<file path="config.mk">
export PLATFORM = sky130hd
export DESIGN_NAME = edit_field_controller_flat
export DESIGN_NICKNAME = d
export VERILOG_FILES = /design/src/rtl/edit_field_controller_pkg.sv /design/src/rtl/edit_field_controller_if.sv /design/src/rtl/edit_field_controller_bcd_wrap_step.sv /design/src/rtl/edit_field_controller.sv /design/src/flat_wrapper.sv
export SDC_FILE = /design/constraint.sdc
export NUM_CORES = 1
export LEC_CHECK = 0
export CAP_MARGIN = 30
export CORE_MARGIN = 4
export CORE_UTILIZATION = 40
export DETAILED_ROUTE_END_ITERATION = 12
export GPL_ROUTABILITY_DRIVEN = 0
export PLACE_DENSITY = 0.8
export SYNTH_ARGS = -nofsm -noshare
export SYNTH_HDL_FRONTEND = slang
export SYNTH_SLANG_ARGS = --single-unit
</file>
<file path="constraint.sdc">
create_clock -name clk -period 5.6 [get_ports clk]
set_input_delay 1.12 -clock clk [delete_from_list [all_inputs] [get_ports clk]]
set_output_delay 1.12 -clock clk [all_outputs]
set_load 0.005 [all_outputs]
</file>
<file path="src/rtl/edit_field_controller_pkg.sv">
// Shared definitions for the edit field controller.
// Holds the key scan codes, the FSM state encoding, the mode encoding,
// the per-mode BCD field limits, and lookup helpers for those limits.
package edit_field_controller_pkg;

  // Key scan codes
  localparam logic [7:0] KEY_F1    = 8'h05;
  localparam logic [7:0] KEY_F2    = 8'h06;
  localparam logic [7:0] KEY_F3    = 8'h04;
  localparam logic [7:0] KEY_UP    = 8'h75;
  localparam logic [7:0] KEY_DOWN  = 8'h72;
  localparam logic [7:0] KEY_RIGHT = 8'h74;
  localparam logic [7:0] KEY_LEFT  = 8'h6B;
  localparam logic [7:0] KEY_ENTER = 8'h5A;
  localparam logic [7:0] KEY_ESC   = 8'h76;

  typedef enum logic [1:0] {
    ST_IDLE  = 2'd0,
    ST_LOAD  = 2'd1,
    ST_EDIT  = 2'd2,
    ST_WRITE = 2'd3
  } state_e;

  typedef enum logic [1:0] {
    MODE_TIME  = 2'd0,
    MODE_DATE  = 2'd1,
    MODE_TIMER = 2'd2
  } mode_e;

  // Field limits for time and timer modes (hour/min/sec)
  localparam logic [7:0] HMS_F0_MIN = 8'h00;
  localparam logic [7:0] HMS_F0_MAX = 8'h23;
  localparam logic [7:0] HMS_F1_MIN = 8'h00;
  localparam logic [7:0] HMS_F1_MAX = 8'h59;
  localparam logic [7:0] HMS_F2_MIN = 8'h00;
  localparam logic [7:0] HMS_F2_MAX = 8'h59;

  // Field limits for date mode (day/month/year); day is month-independent
  localparam logic [7:0] DATE_F0_MIN = 8'h01;
  localparam logic [7:0] DATE_F0_MAX = 8'h31;
  localparam logic [7:0] DATE_F1_MIN = 8'h01;
  localparam logic [7:0] DATE_F1_MAX = 8'h12;
  localparam logic [7:0] DATE_F2_MIN = 8'h00;
  localparam logic [7:0] DATE_F2_MAX = 8'h99;

  function automatic logic [7:0] field_min(mode_e m, logic [1:0] idx);
    logic [7:0] v;
    if (m == MODE_DATE) begin
      case (idx)
        2'd0:    v = DATE_F0_MIN;
        2'd1:    v = DATE_F1_MIN;
        default: v = DATE_F2_MIN;
      endcase
    end else begin
      case (idx)
        2'd0:    v = HMS_F0_MIN;
        2'd1:    v = HMS_F1_MIN;
        default: v = HMS_F2_MIN;
      endcase
    end
    return v;
  endfunction

  function automatic logic [7:0] field_max(mode_e m, logic [1:0] idx);
    logic [7:0] v;
    if (m == MODE_DATE) begin
      case (idx)
        2'd0:    v = DATE_F0_MAX;
        2'd1:    v = DATE_F1_MAX;
        default: v = DATE_F2_MAX;
      endcase
    end else begin
      case (idx)
        2'd0:    v = HMS_F0_MAX;
        2'd1:    v = HMS_F1_MAX;
        default: v = HMS_F2_MAX;
      endcase
    end
    return v;
  endfunction

endpackage

</file>
<file path="src/rtl/edit_field_controller_if.sv">
// Bus between the edit field controller and its surroundings
// (keyboard decoder, position counter, RTC interface).
//   key_code/got_code_tick : key scan code and its one-cycle strobe
//   posicion               : selected field index (3 is illegal)
//   cur_f0..2              : current BCD values of the selected mode
//   wr_done                : one-cycle write acknowledge
//   mode, edit_active      : controller status
//   pos_tick               : strobe to the position counter
//   f0..2, wr_req          : edit buffer and level write request
// slave = controller side, master = driving environment side.
interface edit_field_if #(
  parameter int N = 8,
  parameter int P = 2
) ();
  logic [N-1:0] key_code;
  logic         got_code_tick;
  logic [P-1:0] posicion;
  logic [7:0]   cur_f0;
  logic [7:0]   cur_f1;
  logic [7:0]   cur_f2;
  logic         wr_done;
  logic [1:0]   mode;
  logic         edit_active;
  logic         pos_tick;
  logic [7:0]   f0;
  logic [7:0]   f1;
  logic [7:0]   f2;
  logic         wr_req;

  modport slave (
    input  key_code, got_code_tick, posicion, cur_f0, cur_f1, cur_f2, wr_done,
    output mode, edit_active, pos_tick, f0, f1, f2, wr_req
  );

  modport master (
    output key_code, got_code_tick, posicion, cur_f0, cur_f1, cur_f2, wr_done,
    input  mode, edit_active, pos_tick, f0, f1, f2, wr_req
  );
endinterface

</file>
<file path="src/rtl/edit_field_controller_bcd_wrap_step.sv">
// Combinational single-step BCD counter with wrap-around.
//   i_value : current two-digit BCD value (assumed within [i_min, i_max])
//   i_min   : lowest legal BCD value
//   i_max   : highest legal BCD value
//   i_up    : 1 = increment, 0 = decrement
//   o_next  : stepped BCD value
module bcd_wrap_step (
  input  logic [7:0] i_value,
  input  logic [7:0] i_min,
  input  logic [7:0] i_max,
  input  logic       i_up,
  output logic [7:0] o_next
);

  always_comb begin
    o_next = i_value;
    if (i_up) begin
      if (i_value == i_max)
        o_next = i_min;
      else if (i_value[3:0] >= 4'h9)
        o_next = {i_value[7:4] + 4'h1, 4'h0};  // carry into tens digit
      else
        o_next = {i_value[7:4], i_value[3:0] + 4'h1};
    end else begin
      if (i_value == i_min)
        o_next = i_max;
      else if (i_value[3:0] == 4'h0)
        o_next = {i_value[7:4] - 4'h1, 4'h9};  // borrow from tens digit
      else
        o_next = {i_value[7:4], i_value[3:0] - 4'h1};
    end
  end

endmodule

</file>
<file path="src/rtl/edit_field_controller.sv">
// Edit field controller: keyboard-driven editor for the time, date and
// timer fields of an RTC. F1/F2/F3 select a mode and load its current
// values into an edit buffer; up/down step the selected field in BCD with
// wrap-around; enter requests a write to the RTC, esc abandons the edit.
//   clk  : system clock, rising edge
//   rst  : synchronous active-high reset
//   bus  : edit_field_if.slave (keys, position, current values, write
//          handshake, mode/status, edit buffer)
module edit_field_controller
  import edit_field_controller_pkg::*;
#(
  parameter int N = 8,
  parameter int P = 2
) (
  input  logic         clk,
  input  logic         rst,
  edit_field_if.slave  bus
);

  state_e     r_state;
  mode_e      r_mode;
  logic [7:0] r_f0, r_f1, r_f2;
  logic       r_wr_req;
  logic       r_edit_active;

  state_e     w_state_nxt;
  mode_e      w_mode_nxt;
  logic [7:0] w_f0_nxt, w_f1_nxt, w_f2_nxt;

  logic       w_key_up, w_key_down;
  logic       w_pos_valid;
  logic [1:0] w_idx;
  logic [7:0] w_sel;
  logic [7:0] w_min, w_max;
  logic [7:0] w_step;

  assign w_key_up    = (bus.key_code == N'(KEY_UP));
  assign w_key_down  = (bus.key_code == N'(KEY_DOWN));
  assign w_pos_valid = (bus.posicion < P'(3));
  assign w_idx       = bus.posicion[1:0];

  always_comb begin
    case (w_idx)
      2'd0:    w_sel = r_f0;
      2'd1:    w_sel = r_f1;
      default: w_sel = r_f2;
    endcase
  end

  assign w_min = field_min(r_mode, w_idx);
  assign w_max = field_max(r_mode, w_idx);

  bcd_wrap_step u_step (
    .i_value (w_sel),
    .i_min   (w_min),
    .i_max   (w_max),
    .i_up    (w_key_up),
    .o_next  (w_step)
  );

  // Navigation keys go straight to the position counter, only while editing.
  assign bus.pos_tick = bus.got_code_tick && (r_state == ST_EDIT) &&
                        ((bus.key_code == N'(KEY_RIGHT)) ||
                         (bus.key_code == N'(KEY_LEFT)));

  always_comb begin
    w_state_nxt = r_state;
    w_mode_nxt  = r_mode;
    w_f0_nxt    = r_f0;
    w_f1_nxt    = r_f1;
    w_f2_nxt    = r_f2;
    case (r_state)
      ST_IDLE: begin
        if (bus.got_code_tick) begin
          if (bus.key_code == N'(KEY_F1)) begin
            w_mode_nxt  = MODE_TIME;
            w_state_nxt = ST_LOAD;
          end else if (bus.key_code == N'(KEY_F2)) begin
            w_mode_nxt  = MODE_DATE;
            w_state_nxt = ST_LOAD;
          end else if (bus.key_code == N'(KEY_F3)) begin
            w_mode_nxt  = MODE_TIMER;
            w_state_nxt = ST_LOAD;
          end
        end
      end
      ST_LOAD: begin
        // mode is already registered here, so cur_f reflects the new mode
        w_f0_nxt    = bus.cur_f0;
        w_f1_nxt    = bus.cur_f1;
        w_f2_nxt    = bus.cur_f2;
        w_state_nxt = ST_EDIT;
      end
      ST_EDIT: begin
        if (bus.got_code_tick) begin
          if ((w_key_up || w_key_down) && w_pos_valid) begin
            case (w_idx)
              2'd0:    w_f0_nxt = w_step;
              2'd1:    w_f1_nxt = w_step;
              default: w_f2_nxt = w_step;
            endcase
          end else if (bus.key_code == N'(KEY_ENTER)) begin
            w_state_nxt = ST_WRITE;
          end else if (bus.key_code == N'(KEY_ESC)) begin
            w_state_nxt = ST_IDLE;
          end
        end
      end
      ST_WRITE: begin
        if (bus.wr_done)
          w_state_nxt = ST_IDLE;
      end
      default: w_state_nxt = ST_IDLE;
    endcase
  end

  // Status outputs are registered from the next state so they line up
  // with the state they describe.
  always_ff @(posedge clk) begin
    if (rst) begin
      r_state       <= ST_IDLE;
      r_mode        <= MODE_TIME;
      r_f0          <= 8'h00;
      r_f1          <= 8'h00;
      r_f2          <= 8'h00;
      r_wr_req      <= 1'b0;
      r_edit_active <= 1'b0;
    end else begin
      r_state       <= w_state_nxt;
      r_mode        <= w_mode_nxt;
      r_f0          <= w_f0_nxt;
      r_f1          <= w_f1_nxt;
      r_f2          <= w_f2_nxt;
      r_wr_req      <= (w_state_nxt == ST_WRITE);
      r_edit_active <= (w_state_nxt == ST_LOAD) || (w_state_nxt == ST_EDIT);
    end
  end

  assign bus.mode        = r_mode;
  assign bus.f0          = r_f0;
  assign bus.f1          = r_f1;
  assign bus.f2          = r_f2;
  assign bus.wr_req      = r_wr_req;
  assign bus.edit_active = r_edit_active;

endmodule
</file>
<file path="src/flat_wrapper.sv">
// flat-port wrapper written by rule: the top's interface ports become plain ports
module edit_field_controller_flat import edit_field_controller_pkg::*;
#(
  parameter int N = 8,
  parameter int P = 2
)
  (clk, rst, bus_key_code, bus_got_code_tick, bus_posicion, bus_cur_f0, bus_cur_f1, bus_cur_f2, bus_wr_done, bus_mode, bus_edit_active, bus_pos_tick, bus_f0, bus_f1, bus_f2, bus_wr_req);
  edit_field_if #(.N(N), .P(P)) bus_i ();
  input  logic clk;
  input  logic rst;
  input wire logic [$bits(bus_i.key_code)-1:0] bus_key_code;
  input wire logic [$bits(bus_i.got_code_tick)-1:0] bus_got_code_tick;
  input wire logic [$bits(bus_i.posicion)-1:0] bus_posicion;
  input wire logic [$bits(bus_i.cur_f0)-1:0] bus_cur_f0;
  input wire logic [$bits(bus_i.cur_f1)-1:0] bus_cur_f1;
  input wire logic [$bits(bus_i.cur_f2)-1:0] bus_cur_f2;
  input wire logic [$bits(bus_i.wr_done)-1:0] bus_wr_done;
  output wire logic [$bits(bus_i.mode)-1:0] bus_mode;
  output wire logic [$bits(bus_i.edit_active)-1:0] bus_edit_active;
  output wire logic [$bits(bus_i.pos_tick)-1:0] bus_pos_tick;
  output wire logic [$bits(bus_i.f0)-1:0] bus_f0;
  output wire logic [$bits(bus_i.f1)-1:0] bus_f1;
  output wire logic [$bits(bus_i.f2)-1:0] bus_f2;
  output wire logic [$bits(bus_i.wr_req)-1:0] bus_wr_req;
  assign bus_i.key_code = bus_key_code;
  assign bus_i.got_code_tick = bus_got_code_tick;
  assign bus_i.posicion = bus_posicion;
  assign bus_i.cur_f0 = bus_cur_f0;
  assign bus_i.cur_f1 = bus_cur_f1;
  assign bus_i.cur_f2 = bus_cur_f2;
  assign bus_i.wr_done = bus_wr_done;
  assign bus_mode = bus_i.mode;
  assign bus_edit_active = bus_i.edit_active;
  assign bus_pos_tick = bus_i.pos_tick;
  assign bus_f0 = bus_i.f0;
  assign bus_f1 = bus_i.f1;
  assign bus_f2 = bus_i.f2;
  assign bus_wr_req = bus_i.wr_req;
  edit_field_controller #(.N(N), .P(P)) u_core (.clk(clk), .rst(rst), .bus(bus_i));
endmodule
</file>
==> results of run 1 <==
## per-layer routing
metal  global-route usage [%]  vias to the layer above  wire, um
met5                        0                        -         0
met2                    34.42                      151      3681
met3                    3.422                       33       591
li1                         -                     1276         -
met4                    12.75                        0       362
met1                    26.70                     1230      3219
## logic make-up after synthesis
logic type	after synthesis
mux	19
fa+ha+maj	4
simple gates	120
compound gates	100
buf+inv	30
xor+xnor	8
flops	30
## power breakdown
group	total (uW)	leakage (uW)	switching [uW]	internal [uW]
Clock	186	0.0000482	87.0	99.1
Combinational	88.0	0.000862	43.0	45.0
Sequential	215	0.000242	0.894	214
Total	489	0.00115	131	358
## area by class of cell
type	instances	area [sq um]	area share (%)
multi-input cells	251	1722	52.78
repair buffers	73	709.4	21.75
flip-flops and latches	30	600.6	18.41
well taps	75	93.84	2.877
clock buffers	7	86.33	2.647
inverters	12	45.04	1.381
clock inverters	1	5.005	0.1534
## critical path, cell delays in order
cell             delay (ns)
clkdlybuf4s50_1        1.02
mux2_4                 0.37
o21ai_2                0.21
inv_2                  0.13
ha_1                   0.26
o41ai_4                0.55
mux2_2                 0.40
a22oi_2                0.19
a311oi_1               0.12
## per-stage QoR
step,instances,cell area [sq um],utilization (%),hold slack [ns]
floorplan,311,2481,-,0.4952
global placement,440,3167,53.17,0.5075
detailed placement,441,3171,53.24,0.5138
CTS,449,3262,54.77,0.5261
global route,449,3262,54.77,0.5572
finish,449,3262,54.77,0.5251
## sequential cells by signal, summed over array words and instances, names as in the netlist
register and cells:
u_core.bus.wr_req 1, u_core.r_state 2, u_core.bus.edit_active 1, u_core.bus.f0 8
u_core.bus.mode 2, u_core.bus.f2 8, u_core.bus.f1 8
## how the worst min path moves through the flow
stage | cells past startpoint | to | slack [ns]
2_1_floorplan | 2 | u_core.bus.f0[4]$_SDFFE_PP0P_ | 0.50
3_3_place_gp | 2 | u_core.bus.f0[4]$_SDFFE_PP0P_ | 0.51
3_5_place_dp | 2 | u_core.bus.f2[2]$_SDFFE_PP0P_ | 0.51
4_1_cts | 2 | u_core.bus.f2[2]$_SDFFE_PP0P_ | 0.53
5_1_grt | 2 | u_core.bus.f2[6]$_SDFFE_PP0P_ | 0.56
6_report | 2 | u_core.bus.f0[6]$_SDFFE_PP0P_ | 0.53
## placed cells by master, fill, tap and decap left out, types with 2 or more instances in the layout
master	synthesis	routed
a211oi_1	6	6
a21o_1	4	4
a21oi_1	18	18
a22oi_2	3	3
a311oi_1	14	14
a31oi_1	4	4
and3_1	3	3
buf_4	1	6
clkbuf_8	0	6
clkdlybuf4s50_1	0	66
dfxtp_1	30	30
ha_1	4	4
inv_1	10	10
inv_2	2	2
mux2_2	2	2
mux2_4	2	2
mux2i_1	15	15
nand2_1	30	30
nand2b_1	11	11
nand3_1	6	6
nand3b_1	3	3
nand4b_1	2	2
nor2_1	34	34
nor2b_1	10	10
nor3_1	5	5
nor4_1	3	3
o2111ai_1	2	2
o21ai_0	17	17
o21ai_1	4	4
o21ai_2	3	3
o22ai_1	3	3
o2bb2ai_1	2	2
o31ai_1	2	2
or3_1	2	2
or4_1	3	3
xnor2_1	7	7
==> metrics, run 1 <==
adder-cell area share of the yosys netlist about 2.0%; Worst-Skew Late Latency slightly below 0.3 ns; sequential area share after synthesis 24.21%; crit path to u_core.bus.f1[5]$_SDFFE_PP0P_; cell count after synthesis 311; H-tree depth 2; top_reg_cell synth dfxtp_1; I/O pin cnt 67; core box area slightly below 6000 sq um; Final Hold Fails 0; nature of the critical path startpoint primary input; fraction of registers with async set or reset after synthesis 0%; Post-DRT Antenna Nets 0; IO buf count 66; RSZ-0062 raised after global routing false; share of cells above drive strength 1 10.43%; Area growth, synth to finish 31.47%; post-CTS sizing 0; Req. time, crit path 5.74 ns; Tot Pwr about 490 uW; post-DP HPWL 5749 um; r2r startpoint u_core.bus.f0[0]$_SDFFE_PP0P_; drt total wl 7855 um; post-route minimum period between 4 and 5 ns; outcome completed; worst reg-to-reg setup slack 2.95 ns; multiplexer share of the synthesized area 8.169%; initial DRC count 221; Tot GR Track Use 21.37%; Area contributors post-synth dfxtp_1, mux2i_1, nor2_1; DR WL/cell 17.49 um; die area 7527 sq um; Worst Setup SP bus_posicion[0]; vias in the first global route approximately 2600; Vias/cell approximately 6.0; syn avg cell area 7.978 sq um; first-pass GRT wire length 12720 um; CTS clk-pin slew, worst paths 0.07 ns; Synth cell types 65; worst hold path type reg -> reg; pwr/cell area 149.9 nW/um^2; post-synth top area share 24.21%; pin count of the biggest net entering global routing 34; CP endpoint kind flop; initial antenna violation count 0; chip height 86.76 um; WP data arrival approximately 4.4 ns; yosys warns 0; total gr overflow 0; maximum VDD drop 104.6 uV; top post-synthesis cells by count nor2_1, dfxtp_1, nand2_1; PnR worst setup slack 1.358 ns; setup TNS 0 ns; leak pwr 0.001152 uW; top-count cell post-synth nor2_1; Synth Area in XOR/XNOR under 10%; largest family of logic cells by synthesized area compound AO/OA/AOI/OAI gates; Slew Limit Headroom between 30% and 40%; Post-CTS Hold Fix Bufs 0; fin crit share 75.76%; Register-to-Register Path Depth 8; final net count 415; Final Setup Violations 0; CP Class in -> reg; Die X 86.76 um; CTS tree yes; Max Clk Rate ~240 MHz; worst r2r dst u_core.bus.f1[5]$_SDFFE_PP0P_; Worst Tran Pin Value 1.010 ns; CTS Sinks 30; Starting Density 41.66%; CTS max path bufs 2; synthesis-stage register bit count 30; Fillers 550; total number of vias between 2000 and 3000; Synth area leader dfxtp_1; post-CTS setup buffer count 0; Max-cap violations 0; Synth Area in Compound Gates 31.57%; drt first pass iters 5; worst-path fanout max 18; pre-CTS setup slack 1.135 ns; Root Driver clkbuf_8; Worst Hold Launch u_core.bus.f0[6]$_SDFFE_PP0P_; Residual DRC 0; row cnt 28; TritonCTS buffer count 5; Post-synth EDFFs 0; ANT cells 0; Cell Area, Synth around 2500 sq um; skew final 0.007614 ns; Mapped Nets 353; Synth Area in Simple Gates about 25%; Max Slew Vio Count 0
Power figures use the tool's default switching activity.
==> run 2: changes to the inputs <==
- clock period: 5.6 -> 4.37 ns (I/O delays scaled with it)
==> run 2 against run 1 <==
Power increased by 28%; non-clock buffer count increased by 5; die area unchanged; via count increased by 1.0%; sequential share of layout area decreased by 0.34 points; worst hold slack got worse by 0.0069 ns; sequential cell count unchanged; largest cell class unchanged.
==> metrics, run 2 (synthesized netlist as in run 1, its figures left out) <==
worst r2r dst u_core.bus.f2[5]$_SDFFE_PP0P_; post-DP HPWL 5940 um; Worst-Skew Late Latency 0.28 ns; row cnt 28; Post-CTS Hold Fix Bufs 0; max incr delay on CP 0.78 ns; Tot GR Track Use 20.92%; maximum VDD drop 126.2 uV; post-CTS setup buffer count 0; Worst Setup SP bus_posicion[0]; chip height approximately 87 um; Vias/cell 5.987; leak pwr 0.001191 uW; share of cells above drive strength 1 11.87%; Tot Pwr ~620 uW; Max Slew Vio Count 0; post-CTS sizing 0; CP cell instances clkdlybuf4s50_1 -> buf_4 -> mux2_4 -> o21bai_4 -> inv_2 -> or4_4 -> mux2i_1 -> mux2i_1 -> a22oi_2 -> a311oi_1; CTS tree yes; final net count 420; first-pass GRT wire length about 12000 um; most frequent cells in the layout clkdlybuf4s50_1, nor2_1, nand2_1, dfxtp_1, a21oi_1; post-route minimum period 3.732 ns; Register-to-Register Path Depth 8; non-filler cells, final 454; initial antenna violation count 0; fin area about 3300 sq um; Post-DRT Antenna Nets 0; most used cell, CP mux2i_1; fin crit share 85.39%; Slew Limit Headroom 38.15%; worst-path fanout max 9; commonest non-fill, non-tap cell in the layout clkdlybuf4s50_1; vias in the first global route approximately 2500; WP buf/inv 3; DR WL/cell 17.44 um; I/O pin cnt 67; dpl cells 446; H-tree depth 2; total number of vias 2718; Area growth, synth to finish 33.94%; ANT cells 0; Hold Path Depth 2; initial DRC count 260; CTS Sinks 30; total gr overflow 0; slowest CP cell clkdlybuf4s50_1; TritonCTS buffer count 5; CTS clk-pin slew, worst paths roughly 0.06 ns; Root Driver clkbuf_8; Placed Area 3232 sq um; CP Class in -> reg; skew final between 0.005 and 0.006 ns; drt first pass iters 5; Final Setup Violations 0; CP endpoint kind flop; Worst Tran Pin Value 0.9215 ns; nature of the critical path startpoint primary input; Max-cap violations 0; outcome completed; Hold EP u_core.bus.f0[4]$_SDFFE_PP0P_; drt total wl 7918 um; delay-heaviest family, CP buffers and inverters; setup TNS 0 ns; pin count of the biggest net entering global routing 31; core box area around 6000 sq um; RSZ-0062 raised after global routing false; worst reg-to-reg setup slack 1.72 ns; Residual DRC 0; CTS max path bufs 2; Final Hold Fails 0; IO buf count 66; Max Clk Rate 268.0 MHz; worst hold path type reg -> reg; Die X about 87 um; Worst Hold Launch u_core.bus.f0[4]$_SDFFE_PP0P_; Starting Density 41.66%; pwr/cell area roughly 190 nW/um^2; die area 7527 sq um; WP data arrival 3.92 ns; Req. time, crit path 4.56 ns; r2r startpoint u_core.bus.f0[0]$_SDFFE_PP0P_
## run 2: cell type report
| type | count | area (sq um) |
|---|---|---|
| clock buffer | 7 | 86.33 |
| clock inverter | 1 | 5.005 |
| fill | 540 | 2633 |
| inverter | 12 | 45.04 |
| multi-input combinational | 251 | 1722 |
| sequential | 30 | 600.6 |
| tap | 75 | 93.84 |
| timing repair buffer | 78 | 770.7 |
## run 2: worst max path at each step
stage                                                to  cells past startpoint
after global placement    u_core.bus.f2[5]$_SDFFE_PP0P_                     10
after detailed placement  u_core.bus.f1[5]$_SDFFE_PP0P_                      9
after global routing      u_core.bus.f1[6]$_SDFFE_PP0P_                     10
final                     u_core.bus.f2[5]$_SDFFE_PP0P_                     10
after CTS                 u_core.bus.f1[5]$_SDFFE_PP0P_                      9
after floorplan           u_core.bus.f1[5]$_SDFFE_PP0P_                      9
## run 2: worst register-to-register path, cell delays in order (launching register included)
cell      delay [ns]
dfxtp_1         0.37
mux2_4          0.30
o21ai_2         0.20
inv_2           0.14
ha_1            0.26
o41ai_4         0.57
mux2_2          0.40
a22oi_2         0.17
a311oi_1        0.12
## run 2: metrics by stage
stage | worst slack [ns] | hold WS, ns | utilization (%)
detailed placement | 0.3898 | 0.5129 | 54.26
floorplan | 1.275 | 0.4952 | -
global route | 0.4548 | 0.5513 | 55.80
CTS | 0.6888 | 0.5224 | 55.80
finish | 0.6384 | 0.5182 | 55.80
global placement | 0.4446 | 0.5088 | 54.01
## run 2: power breakdown
group	switching (uW)	total (uW)	leakage [uW]	internal (uW)
logic	56.9	117	0.000901	59.7
registers	1.19	276	0.000242	274
clock network	105	232	0.0000482	127
## run 2: layer usage
layer | part of all wire [%] | GRT usage (%) | vias to the layer above
li1 | - | - | 1278
met1 | 43 | 27.35 | 1274
met2 | 46 | 33.24 | 141
met3 | 8.0 | 3.612 | 25
met4 | 3.2 | 10.06 | 0
met5 | 0 | 0 | -
